===== src/rtl/svf_tdm.sv =====
// Time-multiplexed state-variable filter: NCH channels share one datapath, two clocks per channel.
// Latency: out_valid in cycle 2*NCH+1 after the sample_valid cycle; audio_out registered per channel.
// Backpressure: none; sample_valid while busy is dropped and counted in overrun_cnt (saturating).
module svf_tdm #(
    parameter int DW  = 8,
    parameter int NCH = 3,
    parameter int FW  = 11,
    parameter int QW  = 2
) (
    input  logic              clk,
    input  logic              rst_n,
    input  logic [NCH*DW-1:0] audio_in,
    input  logic              sample_valid,
    input  logic [NCH*FW-1:0] alpha1,
    input  logic [NCH*QW-1:0] alpha2,
    input  logic [NCH*2-1:0]  mode,
    output logic [NCH*DW-1:0] audio_out,
    output logic              out_valid,
    output logic              busy,
    output logic [7:0]        overrun_cnt
);
    // State width Q(DW).8; intermediate sums carry two guard bits before clamping.
    localparam int SW = DW + 8;
    localparam int EW = SW + 2;
    localparam int CW = (NCH > 1) ? $clog2(NCH) : 1;

    typedef enum logic [1:0] {IDLE, HB, L, DONE} state_t;

    state_t               state_q;
    state_t               state_d;
    logic [CW-1:0]        ch;
    int                   chi;
    logic                 last_ch;

    // Frame snapshot so input/coefficient changes mid-frame have no effect.
    logic [NCH*DW-1:0]    in_f;
    logic [NCH*FW-1:0]    a1_f;
    logic [NCH*QW-1:0]    a2_f;
    logic [NCH*2-1:0]     mode_f;

    logic signed [SW-1:0] bp_q [NCH];
    logic signed [SW-1:0] lp_q [NCH];
    logic signed [SW-1:0] hp_q;
    logic signed [SW-1:0] bpn_q;

    logic signed [DW-1:0] in_ch;
    logic [FW-1:0]        a1_ch;
    logic [QW-1:0]        a2_ch;
    logic [1:0]           mode_ch;
    logic signed [SW-1:0] bp_cur;
    logic signed [SW-1:0] lp_cur;
    logic signed [SW-1:0] hp_c;
    logic signed [SW-1:0] bpn_c;
    logic signed [SW-1:0] lpn_c;
    logic signed [SW-1:0] notch_c;
    logic signed [SW-1:0] out_sel;

    function automatic logic signed [EW-1:0] sx(input logic signed [SW-1:0] v);
        return {{(EW-SW){v[SW-1]}}, v};
    endfunction

    // Clamp a guarded sum back into the SW-bit state range.
    function automatic logic signed [SW-1:0] sat(input logic signed [EW-1:0] v);
        logic signed [EW-1:0] hi;
        logic signed [EW-1:0] lo;
        hi = {{(EW-SW+1){1'b0}}, {(SW-1){1'b1}}};
        lo = {{(EW-SW+1){1'b1}}, {(SW-1){1'b0}}};
        if (v > hi)      return hi[SW-1:0];
        else if (v < lo) return lo[SW-1:0];
        else             return v[SW-1:0];
    endfunction

    // Full-precision product with an unsigned coefficient, floored by the arithmetic shift.
    function automatic logic signed [EW-1:0] f_mul(input logic signed [SW-1:0] v,
                                                   input logic [FW-1:0] a);
        logic signed [SW+FW:0] p;
        p = v * $signed({1'b0, a});
        p = p >>> (FW + 2);
        return p[EW-1:0];
    endfunction

    function automatic logic signed [EW-1:0] q_mul(input logic signed [SW-1:0] v,
                                                   input logic [QW-1:0] a);
        logic signed [SW+QW:0] p;
        p = v * $signed({1'b0, a});
        p = p >>> QW;
        return p[EW-1:0];
    endfunction

    assign chi     = int'(ch);
    assign last_ch = (ch == CW'(NCH - 1));

    // Shared datapath: HB terms from committed state, L terms from the stored bp_new.
    always_comb begin
        in_ch   = in_f[chi*DW +: DW];
        a1_ch   = a1_f[chi*FW +: FW];
        a2_ch   = a2_f[chi*QW +: QW];
        mode_ch = mode_f[chi*2 +: 2];
        bp_cur  = bp_q[ch];
        lp_cur  = lp_q[ch];
        hp_c    = sat(sx({in_ch, 8'd0}) - sx(lp_cur) - q_mul(bp_cur, a2_ch));
        bpn_c   = sat(sx(bp_cur) + f_mul(hp_c, a1_ch));
        lpn_c   = sat(sx(lp_cur) + f_mul(bpn_q, a1_ch));
        notch_c = sat(sx(hp_q) + sx(lpn_c));
        case (mode_ch)
            2'd0:    out_sel = lpn_c;
            2'd1:    out_sel = bpn_q;
            2'd2:    out_sel = hp_q;
            default: out_sel = notch_c;
        endcase
    end

    // FSM state register.
    always_ff @(posedge clk or negedge rst_n) begin
        if (!rst_n) state_q <= IDLE;
        else        state_q <= state_d;
    end

    // FSM next state: two steps per channel, then one DONE cycle.
    always_comb begin
        state_d = state_q;
        case (state_q)
            IDLE:    if (sample_valid) state_d = HB;
            HB:      state_d = L;
            L:       state_d = last_ch ? DONE : HB;
            DONE:    state_d = IDLE;
            default: state_d = IDLE;
        endcase
    end

    // FSM outputs decoded from the current state.
    always_comb begin
        busy      = (state_q != IDLE);
        out_valid = (state_q == DONE);
    end

    // Frame capture, per-channel state update and output registers.
    always_ff @(posedge clk or negedge rst_n) begin
        if (!rst_n) begin
            ch        <= '0;
            in_f      <= '0;
            a1_f      <= '0;
            a2_f      <= '0;
            mode_f    <= '0;
            hp_q      <= '0;
            bpn_q     <= '0;
            audio_out <= '0;
            for (int k = 0; k < NCH; k++) begin
                bp_q[k] <= '0;
                lp_q[k] <= '0;
            end
        end else begin
            case (state_q)
                IDLE: begin
                    if (sample_valid) begin
                        in_f   <= audio_in;
                        a1_f   <= alpha1;
                        a2_f   <= alpha2;
                        mode_f <= mode;
                        ch     <= '0;
                    end
                end
                HB: begin
                    hp_q  <= hp_c;
                    bpn_q <= bpn_c;
                end
                L: begin
                    bp_q[ch] <= bpn_q;
                    lp_q[ch] <= lpn_c;
                    audio_out[chi*DW +: DW] <= out_sel[SW-1 -: DW];
                    if (!last_ch) ch <= ch + CW'(1);
                end
                default: ;
            endcase
        end
    end

    // Dropped-strobe counter, holds at 255.
    always_ff @(posedge clk or negedge rst_n) begin
        if (!rst_n) overrun_cnt <= '0;
        else if (sample_valid && busy && (overrun_cnt != 8'hFF))
            overrun_cnt <= overrun_cnt + 8'd1;
    end

endmodule


===== config.mk =====
export PLATFORM = sky130hd
export DESIGN_NAME = svf_tdm
export DESIGN_NICKNAME = d
export VERILOG_FILES = /design/src/rtl/svf_tdm.sv
export SDC_FILE = /design/constraint.sdc
export NUM_CORES = 2
export LEC_CHECK = 0
export CAP_MARGIN = 10
export CORE_MARGIN = 2
export CORE_UTILIZATION = 38
export CTS_CLUSTER_SIZE = 16
export DETAILED_ROUTE_END_ITERATION = 12
export HOLD_SLACK_MARGIN = 0.05
export SKIP_LAST_GASP = 1
export SYNTH_ARGS = -nofsm -noshare
export SYNTH_HDL_FRONTEND = slang
export SYNTH_SLANG_ARGS = --single-unit

===== constraint.sdc =====
create_clock -name clk -period 20.2 [get_ports clk]
set_clock_uncertainty 0.2 [all_clocks]
set_input_delay 2.02 -clock clk [delete_from_list [all_inputs] [get_ports clk]]
set_output_delay 2.02 -clock clk [all_outputs]
set_load 0.01 [all_outputs]

After elaboration in Yosys (flattened, before gate mapping)
Index checks and enable logic that the tools add are counted.
Widths: inputs -> output; s select.
{ "op_classes": {"add_sub_neg": 8, "mul": 4, "div_mod_pow": 0, "n_lt_le_gt_ge": 10, "n_eq_ne": 9, "shifts": 6, "mux": 26, "bitwise_logic": 1, "n_reduce_logical": 9} }
{ "ops": {"columns": ["operator", "count"], "rows": [
  ["$mux 16", 13],
  ["$bwmux 48", 2],
  ["$bmux 16 s2", 2],
  ["$mul 16x12->28", 2],
  ["$gt 17x16->1 const B", 3],
  ["$lt 17x16->1 const B", 3],
  ["$pmux 16 s3", 1],
  ["$add 16x15->17", 2],
  ["$neg 5->33", 1],
  ["$shift 8x33->24 const A", 1],
  ["$shiftx 33x7->11", 1],
  ["$shiftx 8x33->24", 1],
  ["$demux 16 s2", 1],
  ["$bwmux 24", 1],
  ["$shiftx 24x6->8", 1],
  ["$mul 16x3->19", 1],
  ["$gt 18x16->1 const B", 1],
  ["$lt 18x16->1 const B", 1],
  ["$sub 17x17->18", 1],
  ["$add 16x16->17", 1],
  ["$sub 16x16->17", 1],
  ["$shiftx 6x4->2", 2],
  ["$add 8x1->8 const B", 1],
  ["$eq 2x2->1 const B", 4],
  ["16 further kinds", 25]
]} }
{ "totals": {"reg_bits": 233, "latch_bits": 0, "mem_bits_rw": 0, "rom_bits": 0, "inputBits": 72, "out_inout_bits": 34, "word_cells": 89, "mem_count": 0} }

Logic depth before layout (Yosys ltp)
{ "depth": {"depth_word": 15, "depth_mapped": 69, "depth_no_buf": 62} }

Worst setup path before layout
OpenSTA, ideal clock, no wires.
{ "synth_timing": {"kind": "flip-flop to flip-flop", "startpoint": "register ch[0]", "endpoint": "register bpn_q[0]", "setup_ps": 77, "arrival_ps": 14564, "t_required_ps": 19923, "slack_ps": 5359, "path_stages_with_launch": 68, "path_buffers": 8, "period_less_slack_ps": 14841, "path_cell_list": "dfrtp_1 > buf_4 > buf_1 > mux2i_1 > nor2_1 > a21oi_1 > clkbuf_1 > nor2_1 > ha_1 > ha_1 > fa_1 > a21o_1 > a21oi_1 > o21bai_1 > a21oi_1 > o21bai_1 > a21oi_1 > nor2b_1 > [32 not listed] > a21o_1 > or2_4 > a21o_1 > a21oi_1 > xnor2_1 > ha_1 > or3_1 > o21ai_0 > a211oi_1 > nor2_1 > a211o_1 > o21ai_1 > or4_1 > and3_1 > buf_2 > buf_6 > maj3_1 > o21ai_1"} }
{ "synth_via": {"elab_chain_cells": 14, "word_cells_on_any_way": 24, "cone_classes": "3 x add/sub; 3 x mul; 4 x order compare; 3 x shift; 10 x mux; 1 x bitwise"} }
{ "synth_rtl": {"columns": ["element", "line_no", "source"], "rows": [
  ["start, declared", "31", "logic [CW-1:0] ch;"],
  ["start signal, assigned", "171", "if (!last_ch) ch <= ch + CW'(1);"],
  ["$not 2->3 (implied by the code)", "99, 100", null],
  ["$bmux 16 s2, on equally long branches", "99, 100", null],
  ["$mux 16, on equally long branches (2 in a row)", "99, 100", null],
  ["$mul 16x3->19 / $sub 16x16->17 (equally long branches)", "85, 101", null],
  ["$sub 17x17->18", "101", "hp_c = sat(sx({in_ch, 8'd0}) - sx(lp_cur) - q_mul(bp_cur, a2_ch));"],
  ["$lt 18x16->1", "69", "else if (v < lo) return lo[SW-1:0];"],
  ["$mux 16", "69", null],
  ["$mux 16", "68", "if (v > hi) return hi[SW-1:0];"],
  ["$mul 16x12->28", "77", "p = v * $signed({1'b0, a});"],
  ["$add 16x15->17 *", "102", "bpn_c = sat(sx(bp_cur) + f_mul(hp_c, a1_ch));"],
  ["$lt 17x16->1", "69", null],
  ["$mux 16", "69", null],
  ["$mux 16 *", "68", null],
  ["end signal, assigned", "165", "bpn_q <= bpn_c;"],
  ["end, declared", "44", "logic signed [SW-1:0] bpn_q;"]
]} }
Mark *: on every way between the ends. The rest lies on a longest branch, timed or not. The select of a mux whose other input is x is not followed.
A chain may end at the register's enable or synchronous reset.

Worst setup path in the final report
{ "layout_timing": {"startpoint": "register ch[0]", "endpoint": "register bpn_q[12]"} }
Same word-level chain as after synthesis.

==> results.cfg <==
[synth]
syn-cell-area_um2 = 27000
yosysTopAreaCell = fa_1
synthAdderAreaFrac_pct = 35.8
synth_cell_type_count = 84
synth_edf_count = 0
synth_top_family_by_area = adder cells
synth_compound_area_share_pct = 11.1
ys_ff_latch = 233
syn_area_per_cell_um2 = 9.23
ys_warn_count = 0
synth_cells = 2922
async_reset_ff_share_pct = 100
ys_seq_area_share_pct = 21.6
synth.area.top_cells = fa_1, dfrtp_1, ha_1
synth-simple-area-share_pct = 12.5
synth_mux_area_share_pct = 7.30
yosysTopAreaCellShare_pct = 24.8
synthFlopType = dfrtp_1
synthXorXnorAreaFrac_pct = 3.12
postSynthNetCount = 3552

[critical_path]
critical_path_class = reg2reg
crit_required_ps = 20430
critPathArrivalTime_ps = 16540
worst-path-buf-inv = 4
reg2reg_depth = 58
critPathTopFamily = compound AO/OA/AOI/OAI gates
reg2reg_from = ch[0]
timing.reg2reg.setup_slack_ps = 3880
cpMaxStageDelayCell = dfrtp_4
max_stage_delay_ps = 900
worst-path-max-fanout = 41
end_kind = flip-flop
cp_common_cell = fa_1
crit_path_start_kind = flip-flop
r2r-end = bpn_q[12]

[drt]
wl_per_cell_um = 17.8
via_per_inst = 5.03
drt_first_pass_iters = 8
antenna_left = 0
first_iter_violations = 1124
routed_wl_um = 69800
routed-via-count = 19800
drcViolationCount = 0

[cells_and_area]
area_delta_synth_final_pct = 11.2
utilization_pct = 42.8
antenna_cells = 0
seqCellArea_um2 = 5840
nets = 3597
multi_input_area_um2 = 18900
stdcell_count = 3928
fill_cells = 6992
drive_gt1_share_pct = 8.90

[flow_run]
max_cap_violations = 0

[worst_hold_path]
hold_depth = 2
worstHoldEndpoint = lp_q[32]
worstHoldPathType = reg2reg
hold_path_startpoint = lp_q[32]

[floorplanning]
die_y_um = 270
boundaryPins = 106
core_um2 = 70100
row_count = 97
die_area_um2 = 73100
initial_core_util_pct = 38.4
dieWidth_um = 270

[timing]
fin_crit_ps = 16320
holdWs_ps = 280
grt_setup_unrepaired = false
final-setup-viol-count = 0
finalCritPeriodShare_pct = 80.8
report.final.slew_viol_count = 0
tightest_slew_ps = 1130
relSlewSlack_pct = 24.7
fmax_mhz = 61.3
timing.setup.tns_ps = 0
finalHoldViolations = 0

[global_routing]
grt_max_degree = 116
grt_pass1_wl_um = 114000
busiest_layer = met2
met3_usage_pct = 2.84
grtUsageMet2_pct = 32.5
grt.overflow.total = 0
grt_use_total_pct = 19.5
grt_use_met1_pct = 26.6
antenna_found_initial = 2
grt_pass1_vias = 20900

[cts]
clk_latency_ps = 570
cts_tree = done
cts_resized = 0
root_buffer = clkbuf_16
hold_buffers = 0
cts_made_buffers = 27
htree_levels = 1
path_clk_slew_ps = 70
cts_max_path_buffers = 3
cts.sinks = 233
cts_setup_buffers = 0

[placed_design]
gp_routability_congestion = 0.887
post-dp-hpwl_um = 55200
numPortBuffers = 105
dp_cells = 3877

[status]
status = finished clean
[cells by family after synthesis]
logic type / count (synthesis)
mux: 181
fa+ha+maj: 573
simple gates: 758
buf+inv: 609
xor+xnor: 96
compound gates: 472
flops: 233
[worst max-delay path by stage]
| stage | startpoint | to | cells past startpoint |
|---|---|---|---|
| after detailed placement | ch[0] | bpn_q[6] | 59 |
| after CTS | ch[0] | bpn_q[12] | 59 |
| after floorplan | ch[0] | bpn_q[0] | 67 |
| after global routing | ch[0] | bpn_q[12] | 58 |
| after global placement | ch[0] | bpn_q[14] | 59 |
| final | ch[0] | bpn_q[12] | 58 |
[cells in the mapped netlist (14+ instances only)]
cell type / instances
a211oi_1: 14
a21o_1: 50
a21oi_1: 125
and2_1: 107
clkbuf_1: 95
dfrtp_1: 233
fa_1: 334
ha_1: 224
inv_1: 487
mux2_2: 126
mux2i_1: 55
nand2_1: 378
nand3_1: 20
nor2_1: 157
nor2b_1: 15
nor3_1: 29
o21ai_0: 126
o21ai_1: 37
xnor2_1: 65
xor2_1: 31
[metal layers]
metal / up-vias / share of wire [%]
met1: 9862 / 46
met5: - / 0.019
met4: 2 / 2.4
met3: 93 / 4.2
li1: 9460 / -
met2: 337 / 47
[metrics by stage]
step / setup WS (ps) / cell area [um2]
after floorplan: 5360 / 27000
after global placement: 4110 / 29000
after detailed placement: 3920 / 29000
after CTS: 3860 / 30000
after global routing: 2590 / 30000
final: 3880 / 30000
[sequential cells by signal, indices dropped and copies added (netlist names), 6 cells and up]
signal / cells
bpn_q: 16
hp_q: 16
a1_f: 33
a2_f: 6
mode_f: 6
lp_q: 48
overrun_cnt: 8
in_f: 24
bp_q: 48
audio_out: 24
[cell usage in the layout (no fill, tap or decap), types with 20 or more instances in the layout]
cell and instances:
nor2_1 156, nand3_1 20, mux2i_1 55, buf_4 30, clkdlybuf4s50_1 104, fa_1 334, xor2_1 31, clkbuf_16 27
nand2_1 375, o21ai_1 35, a21o_1 50, inv_1 487, mux2_2 126, and2_1 107, xnor2_1 65, dfrtp_1 231
nor3_1 29, o21ai_0 125, ha_1 224, a21oi_1 125
[worst reg2reg max path, delay by kind of cell, from the launching register on]
family	cells	cell delay [ps]
simple gates	10	2230
mux	1	300
buf+inv	4	200
xor+xnor	1	80
compound gates	29	6940
flops	1	900
fa+ha+maj	13	5330
[cell type report]
type / count / area share, %
Tap cell: 940 / 3.92
Clock buffer: 32 / 2.45
Multi-Input combinational cell: 2080 / 62.9
Timing Repair Buffer: 135 / 4.27
Clock inverter: 18 / 0.843
Sequential cell: 233 / 19.5
Inverter: 490 / 6.13
Power is not shown: default switching activity piles up to over one toggle a cycle in this logic, so the estimate is an artifact.
